$ cat src/rtl/sb_cfg_pkg.sv
// Shared select codes, config FSM states and config-length helper for the switch block.
package sb_cfg_pkg;

  localparam int SEL_W = 2;

  localparam logic [SEL_W-1:0] SEL_OFF      = 2'd0;
  localparam logic [SEL_W-1:0] SEL_STRAIGHT = 2'd1;
  localparam logic [SEL_W-1:0] SEL_ALT      = 2'd2;
  localparam logic [SEL_W-1:0] SEL_PIN      = 2'd3;

  typedef enum logic [1:0] {
    EMPTY   = 2'd0,
    LOADING = 2'd1,
    FULL    = 2'd2,
    OVER    = 2'd3
  } cfg_state_t;

  // Three output sides, CHAN_W tracks each, SEL_W bits per track mux.
  function automatic int cfg_len(input int chan_w);
    return 3 * SEL_W * chan_w;
  endfunction

endpackage

$ cat src/rtl/sb_track_mux.sv
// One routing-track 4:1 mux; code SEL_OFF drives 0.
// Purely combinational, no flow control.
module sb_track_mux
  import sb_cfg_pkg::*;
(
  input  logic [SEL_W-1:0] sel,
  input  logic             straight_in,
  input  logic             alt_in,
  input  logic             pin_in,
  output logic             track_out
);

  always_comb begin
    track_out = 1'b0;
    case (sel)
      SEL_OFF:      track_out = 1'b0;
      SEL_STRAIGHT: track_out = straight_in;
      SEL_ALT:      track_out = alt_in;
      SEL_PIN:      track_out = pin_in;
      default:      track_out = 1'b0;
    endcase
  end

endmodule

$ cat src/rtl/sb_param_cfg.sv
// Parametrised switch block (top/right/left) with a double-buffered serial config store;
// routing is combinational from the active register, no backpressure. Optional: SB_CFG_PARITY_EN.
module sb_param_cfg
  import sb_cfg_pkg::*;
#(
  parameter int CHAN_W = 5,
  parameter int N_PIN  = 1
) (
  input  logic              prog_clk,
  input  logic              pReset_n,
  input  logic              ccff_head,
  input  logic              cfg_shift_en,
  input  logic              cfg_commit,
  output logic              ccff_tail,
  output logic              cfg_active,
  output logic              cfg_err,
  input  logic [CHAN_W-1:0] chany_top_in,
  input  logic [CHAN_W-1:0] chanx_right_in,
  input  logic [CHAN_W-1:0] chanx_left_in,
  input  logic [N_PIN-1:0]  top_pin,
  input  logic [N_PIN-1:0]  right_pin,
  input  logic [N_PIN-1:0]  left_pin,
  output logic [CHAN_W-1:0] chany_top_out,
  output logic [CHAN_W-1:0] chanx_right_out,
  output logic [CHAN_W-1:0] chanx_left_out
);

  localparam int NB = cfg_len(CHAN_W);
`ifdef SB_CFG_PARITY_EN
  localparam int SR_LEN = NB + 1;
`else
  localparam int SR_LEN = NB;
`endif
  // Counter must reach SR_LEN+1 (overflow marker) without wrapping.
  localparam int CNT_W = $clog2(SR_LEN + 2);
  localparam logic [CNT_W-1:0] CNT_LAST = CNT_W'(SR_LEN - 1);
  localparam logic [CNT_W-1:0] CNT_OVF  = CNT_W'(SR_LEN + 1);

  logic [SR_LEN-1:0] sr_q, sr_d;
  logic [NB-1:0]     active_q, active_d;
  logic [CNT_W-1:0]  cnt_q, cnt_d;
  cfg_state_t        state_q, state_d;
  logic              cfg_active_q, cfg_active_d;
  logic              cfg_err_q, cfg_err_d;
  logic              parity_ok;
  logic              commit_ok;
  logic              commit_rej;

  always_ff @(posedge prog_clk or negedge pReset_n) begin
    if (!pReset_n) begin
      state_q      <= EMPTY;
      cnt_q        <= '0;
      sr_q         <= '0;
      active_q     <= '0;
      cfg_active_q <= 1'b0;
      cfg_err_q    <= 1'b0;
    end else begin
      state_q      <= state_d;
      cnt_q        <= cnt_d;
      sr_q         <= sr_d;
      active_q     <= active_d;
      cfg_active_q <= cfg_active_d;
      cfg_err_q    <= cfg_err_d;
    end
  end

  always_comb begin : p_next
    state_d = state_q;
    cnt_d   = cnt_q;
    if (cfg_shift_en && (cnt_q != CNT_OVF)) begin
      cnt_d = cnt_q + CNT_W'(1);
    end
    case (state_q)
      EMPTY:   if (cfg_shift_en) state_d = LOADING;
      LOADING: if (cfg_shift_en && (cnt_q == CNT_LAST)) state_d = FULL;
      FULL:    if (cfg_shift_en) state_d = OVER;
      OVER:    state_d = OVER;
      default: state_d = EMPTY;
    endcase
    // An accepted commit restarts the count; a same-cycle shift is the first new bit.
    if (commit_ok) begin
      state_d = cfg_shift_en ? LOADING : EMPTY;
      cnt_d   = cfg_shift_en ? CNT_W'(1) : '0;
    end
  end

  // Commit is judged on pre-shift state and chain contents.
  always_comb begin : p_commit
    parity_ok = 1'b1;
`ifdef SB_CFG_PARITY_EN
    parity_ok = ~(^sr_q);
`endif
    commit_ok  = cfg_commit && (state_q == FULL) && parity_ok;
    commit_rej = cfg_commit && !commit_ok;
  end

  always_comb begin : p_data
    sr_d         = sr_q;
    active_d     = active_q;
    cfg_active_d = cfg_active_q;
    cfg_err_d    = cfg_err_q;
    if (cfg_shift_en) begin
      sr_d = {sr_q[SR_LEN-2:0], ccff_head};
    end
    if (commit_ok) begin
      active_d     = sr_q[NB-1:0];
      cfg_active_d = 1'b1;
      cfg_err_d    = 1'b0;
    end else if (commit_rej) begin
      cfg_err_d = 1'b1;
    end
  end

  assign ccff_tail  = sr_q[SR_LEN-1];
  assign cfg_active = cfg_active_q;
  assign cfg_err    = cfg_err_q;

  // Mux k uses active_q[2k+1:2k]; k runs top, then right, then left.
  for (genvar t = 0; t < CHAN_W; t++) begin : g_trk
    sb_track_mux u_top (
      .sel        (active_q[SEL_W*t +: SEL_W]),
      .straight_in(chanx_right_in[t]),
      .alt_in     (chanx_left_in[t]),
      .pin_in     (top_pin[t % N_PIN]),
      .track_out  (chany_top_out[t])
    );
    sb_track_mux u_right (
      .sel        (active_q[SEL_W*(CHAN_W+t) +: SEL_W]),
      .straight_in(chanx_left_in[t]),
      .alt_in     (chany_top_in[t]),
      .pin_in     (right_pin[t % N_PIN]),
      .track_out  (chanx_right_out[t])
    );
    sb_track_mux u_left (
      .sel        (active_q[SEL_W*(2*CHAN_W+t) +: SEL_W]),
      .straight_in(chanx_right_in[t]),
      .alt_in     (chany_top_in[(t+1) % CHAN_W]),
      .pin_in     (left_pin[t % N_PIN]),
      .track_out  (chanx_left_out[t])
    );
  end

endmodule

$ cat config.mk
export PLATFORM = sky130hd
export DESIGN_NAME = sb_param_cfg
export DESIGN_NICKNAME = d
export VERILOG_FILES = /design/src/rtl/sb_cfg_pkg.sv /design/src/rtl/sb_track_mux.sv /design/src/rtl/sb_param_cfg.sv
export SDC_FILE = /design/constraint.sdc
export NUM_CORES = 1
export LEC_CHECK = 0
export BUFFER_PORTS_ARGS = -buffer_cell sky130_fd_sc_hd__buf_2
export CAP_MARGIN = 20
export CORE_MARGIN = 4
export CORE_UTILIZATION = 50
export DETAILED_ROUTE_END_ITERATION = 7
export PLACE_DENSITY = 0.71
export SLEW_MARGIN = 15
export SYNTH_ARGS = -nofsm -noshare
export SYNTH_HDL_FRONTEND = slang
export SYNTH_HIERARCHICAL = 1
export SYNTH_SLANG_ARGS = --single-unit
$ cat constraint.sdc
create_clock -name prog_clk -period 2.4 [get_ports prog_clk]
set_input_delay 0.36 -clock prog_clk [delete_from_list [all_inputs] [get_ports prog_clk]]
set_output_delay 0.36 -clock prog_clk [all_outputs]
set_load 0.005 [all_outputs]
---- Yosys cells after proc, flatten, opt, wreduce, memory -nomap -nowiden ----
Cells that the tools add are included.
word-level totals
  flip-flop bits (word level) ............. 69
  input bits .............................. 23
  output and inout port bits .............. 18
  word-level logic and storage cells ...... 110
cells by class
  $add $sub $neg .......................... 1
  eq/ne operators ......................... 53
  multiplexer cells ....................... 26
  reduce and logical (&&, ||, !) cells .... 24
operator list
  kind                                                                   number
  2-bit equality test, second input constant                             32
  1-bit one-hot mux with 4 select lines                                  15
  2-bit by 1-bit equality test with 1-bit output, second input constant  16
  2-bit logical NOT                                                      16
  5-bit two-way mux                                                      2
  3-bit inequality test, second input constant                           3
  2-bit two-way mux                                                      4
  2-bit one-hot mux with 4 select lines                                  1
  5-bit by 1-bit adder with 5-bit output, second input constant          1
  5-bit equality test, second input constant                             1
  5-bit inequality test, second input constant                           1
  1-bit logical AND                                                      4
  1-bit two-way mux                                                      4
  2-bit nonzero test                                                     2
  3-bit AND reduction                                                    1
  1-bit logical NOT                                                      1

---- Logic depth before layout (Yosys ltp) ----
  word-level depth ........................ 6
  mapped depth ............................ 6
  depth with buffers taken out ............ 6

---- Modules after synthesis ----
The synthesis kept the hierarchy.
modules (own cells, without submodules)
  module        instances  cells an instance  area an instance (sq um)  seq. area each (sq um)
  sb_param_cfg  1          233                2686.3                    1726.7
  sb_track_mux  15         3                  23.8                      0.0

---- Worst setup path before layout ----
Ideal clock, no wire load.
  path kind ............................... register to register
  from .................................... register cnt_q[0]
  to ...................................... register cnt_q[3]
  setup time .............................. 77 ps
  arrival time ............................ 1572 ps
  required time ........................... 2323 ps
  path slack .............................. 751 ps
  stages on the path, launching flop included .. 7
  path buffers ............................ 0
  period minus slack after synthesis ...... 1649 ps
  cell sequence ........................... dfrtp_1 > ha_1 > and3_1 > ha_1 > nand2b_4 > or3_1 > a21oi_1
between the ends
  longest elaborated chain between the ends .. 3
  elaborated cells between the ends (all ways) .. 6
  those cells by class .................... add/sub (1); eq/ne (1); mux (2); reduce/logical (2)
ends and longest elaborated chain
  item                                                                                    line                                    source
  start: declaration                                                                      sb_param_cfg.sv:41                      logic [CNT_W-1:0] cnt_q, cnt_d;
  start signal: assignment                                                                sb_param_cfg.sv:59                      cnt_q <= cnt_d;
  5-bit by 1-bit adder with 5-bit output / 5-bit inequality test (equally long branches)  sb_param_cfg.sv:71, sb_param_cfg.sv:70
  5-bit two-way mux / 1-bit logical AND (equally long branches)                           sb_param_cfg.sv:70                      if (cfg_shift_en && (cnt_q != CNT_OVF)) begin
  5-bit two-way mux / 2-bit nonzero test (equally long branches)                          -
Several ways; a longest one is shown, not always the timed one. The select of a mux whose other input is x is not followed.
A chain may end at the register's enable or synchronous reset.

---- Worst setup path after layout ----
Same ends and word-level chain as after synthesis.

==> results.yml <==
routing:
  drt_pass1_iterations: 4
  vias_per_cell: 5.218
  wirelength_um: 6068
  drc: 0
  wl_per_cell_um: 15.02
  dr_total_vias: 2108
  ant_nets: 0
  drtIter0Drc: 116
grt:
  grt_use_met1_pct: 24.58
  grt_util_met2_pct: 29.36
  grt_max_degree: 32
  top_usage_layer: "met2"
  grtUsageMet3_pct: 3.074
  grt_pass1_wl_um: 10420
  grt_pass1_vias: 2173
  antenna_found_initial: 0
  grtUsageTotal_pct: 18.38
  overflow: 0
synth:
  synth_fp_nets: 304
  synthCells: 278
  synth.ff_latch_count: 69
  yosysWarnings: 6
  yosys.area.top_type_share_pct: 56.74
  synth_seq_area_share_pct: 56.74
  synthTopCellsByArea: "dfrtp_1 57%, nand2_1 13%, mux2_2 11%"
  synth_top_area_cell: "dfrtp_1"
  synth_area_um2: 3043
  synth_area_per_cell_um2: 10.95
  synth_cell_types: 25
run:
  drv_cap: 0
finish:
  layout.nets: 350
  area_growth_pct: 15.71
  drive_gt1_share_pct: 28.27
  diodes: 0
  num-fill-cells: 514
timing:
  fmax_ghz: 0.5649
  period_share_pct: 73.76
  final_max_slew_viol_count: 0
  final.setup_skew_ns: 0.005535
  hold_slack_ns: 0.008146
  min_period_ns: 1.770
  setup_tns_ns: 0
  setup_viol: 0
  rsz0062_at_grt: "no"
  relSlewSlack_pct: 63.26
  finalHoldViolations: 0
  worstMarginPinSlew_ns: 0.5511
power_and_ir_drop:
  ir_drop_uv: 408.8
  power_density_nw_per_um2: 864.2
  leakagePower_nw: 1.763
place:
  gp_congestion: 0.8003
  port_buffers: 40
  hpwl_um: 4176
critical_path:
  path_cells: "ha_1 > and3_1 > ha_1 > nand2b_4 > or3_1 > a21oi_1"
  r2r_start: "cnt_q[0]"
  startpoint_type: "flop"
  path_common_cell: "ha_1"
  critPathCaptureType: "flop"
  path_max_fanout: 5
  critPathKind: "reg -> reg"
  reg2reg_slack_ns: 0.63
  cp.arrival_ns: 2.03
  crit_required_ns: 2.66
  cpPeakStageDelay_ns: 0.42
  worstReg2RegEnd: "cnt_q[3]"
  reg2reg_depth: 6
  crit_path_top_delay_cell: "dfrtp_1"
floorplan:
  core_area_um2: 5921
  dieArea_um2: 7398
  row_count: 28
  num_io_pins: 41
  start_util_pct: 51.39
  die_y_um: 86.01
  die_width_um: 86.01
clock_tree:
  clk_path_buf_depth: 2
  htreeDepth: 3
  cts_made_buffers: 9
  clk-insertion-delay-late_ns: 0.33
  clk_pin_slew_worst_paths_ns: 0.07
  cts.hold.buffers_added: 0
  post_cts_buffers: 0
  clock_sinks: 69
  cts_tree: "built"
  cts_root_buffer: "clkbuf_8"
  cts_resized: 0
outcome:
  run_status: "finished, final reports clean"
hold_path:
  hold_path_class: "in -> async"
[final cells by class]
type,count,area (µm²),share of cell area [%]
Sequential cell,69,1727,49.04
Multi-Input combinational cell,196,1237,35.15
Timing Repair Buffer,46,245.2,6.965
Clock buffer,12,165.2,4.691
Tap cell,75,93.84,2.665
Clock inverter,4,45.04,1.279
Inverter,2,7.507,0.2132
[cells in the mapped netlist, drive strengths merged]
cell / number
nand4: 1
or3: 1
nor2: 4
a211oi: 1
and3: 1
nand2b: 2
dfrtp: 69
nor2b: 1
buf: 11
nand2: 109
nand3b: 2
o211ai: 1
xor2: 1
and3b: 1
inv: 2
a21oi: 2
o32a: 1
o21ai: 3
mux2: 30
nand3: 2
mux2i: 30
ha: 3
[layer usage]
layer / vias to the layer above / share of wire, % / wire (µm)
met3: 12 / 4.1 / 246
li1: 1022 / - / -
met5: - / 0 / 0
met4: 0 / 2.1 / 127
met1: 1033 / 46 / 2812
met2: 41 / 47 / 2881
[kinds of logic (layout without fill, tap and decap cells)]
family	count (synthesis)	count (layout)	synth area share, %
AO/OA/AOI/OAI	8	8	1.645
adder cells (fa/ha/maj)	3	3	1.234
AND/OR/NAND/NOR	124	124	16.53
XOR/XNOR	1	1	0.2879
flip-flops	69	69	56.74
buffers and inverters	13	64	2.591
multiplexers	60	60	20.97
[critical path: cells and delay by family (launching register included)]
kind,cells,cell delay (ns)
AOI/OAI and AO/OA,1,0.14
and+or+nand+nor,3,0.71
adders and majority gates,2,0.44
DFF,1,0.42
[worst max-delay path by stage]
stage | startpoint | end | slack (ns) | cells past startpoint
after floorplan | cnt_q[0] | cnt_q[3] | 0.75 | 6
after global placement | cnt_q[0] | cnt_q[3] | 0.70 | 6
after detailed placement | cnt_q[0] | cnt_q[3] | 0.63 | 6
after CTS | cnt_q[0] | cnt_q[3] | 0.62 | 6
after global routing | cnt_q[0] | cnt_q[3] | 0.57 | 6
final | cnt_q[0] | cnt_q[3] | 0.63 | 6
[registers in the layout (all words and copies together), names as in the netlist]
signal,flops
active_q,30
sr_q,30
cnt_q,5
state_q,2
cfg_active,1
cfg_err,1
[metrics by stage]
| stage | utilization, % | worst slack, ns | total power [mW] | instances | cell area (µm²) |
|---|---|---|---|---|---|
| 2_1_floorplan | - | 0.7508 | 1.928 | 278 | 3043 |
| 3_3_place_gp | 55.92 | 0.6964 | 2.080 | 388 | 3311 |
| 3_5_place_dp | 55.92 | 0.6281 | 2.101 | 388 | 3311 |
| 4_1_cts | 59.47 | 0.6209 | 3.070 | 404 | 3521 |
| 5_1_grt | 59.47 | 0.5674 | 3.220 | 404 | 3521 |
| 6_report | 59.47 | 0.6299 | 3.043 | 404 | 3521 |
[report_power, final]
group	switching, mW	internal [mW]	total (mW)	leakage (nW)
Combinational	0.171	0.261	0.431	0.758
Clock	0.410	0.560	0.969	0.112
Sequential	0.208	1.43	1.64	0.893
Total	0.788	2.26	3.04	1.76
[cells in the final DEF (no fill, tap or decap), types with 2 or more instances in the layout]
cell      Yosys  layout
dfrtp_1      69      69
o21ai_0       3       3
nand3b_1      2       2
clkbuf_8      0      12
nor2_1        4       4
nand3_1       2       2
buf_2         6      40
nand2_1     109     109
inv_1         2       2
a21oi_1       2       2
ha_1          3       3
clkinv_2      0       3
mux2i_1      30      30
buf_4         4       6
mux2_2       30      30
Note: power is estimated with default switching activity, not from simulation.
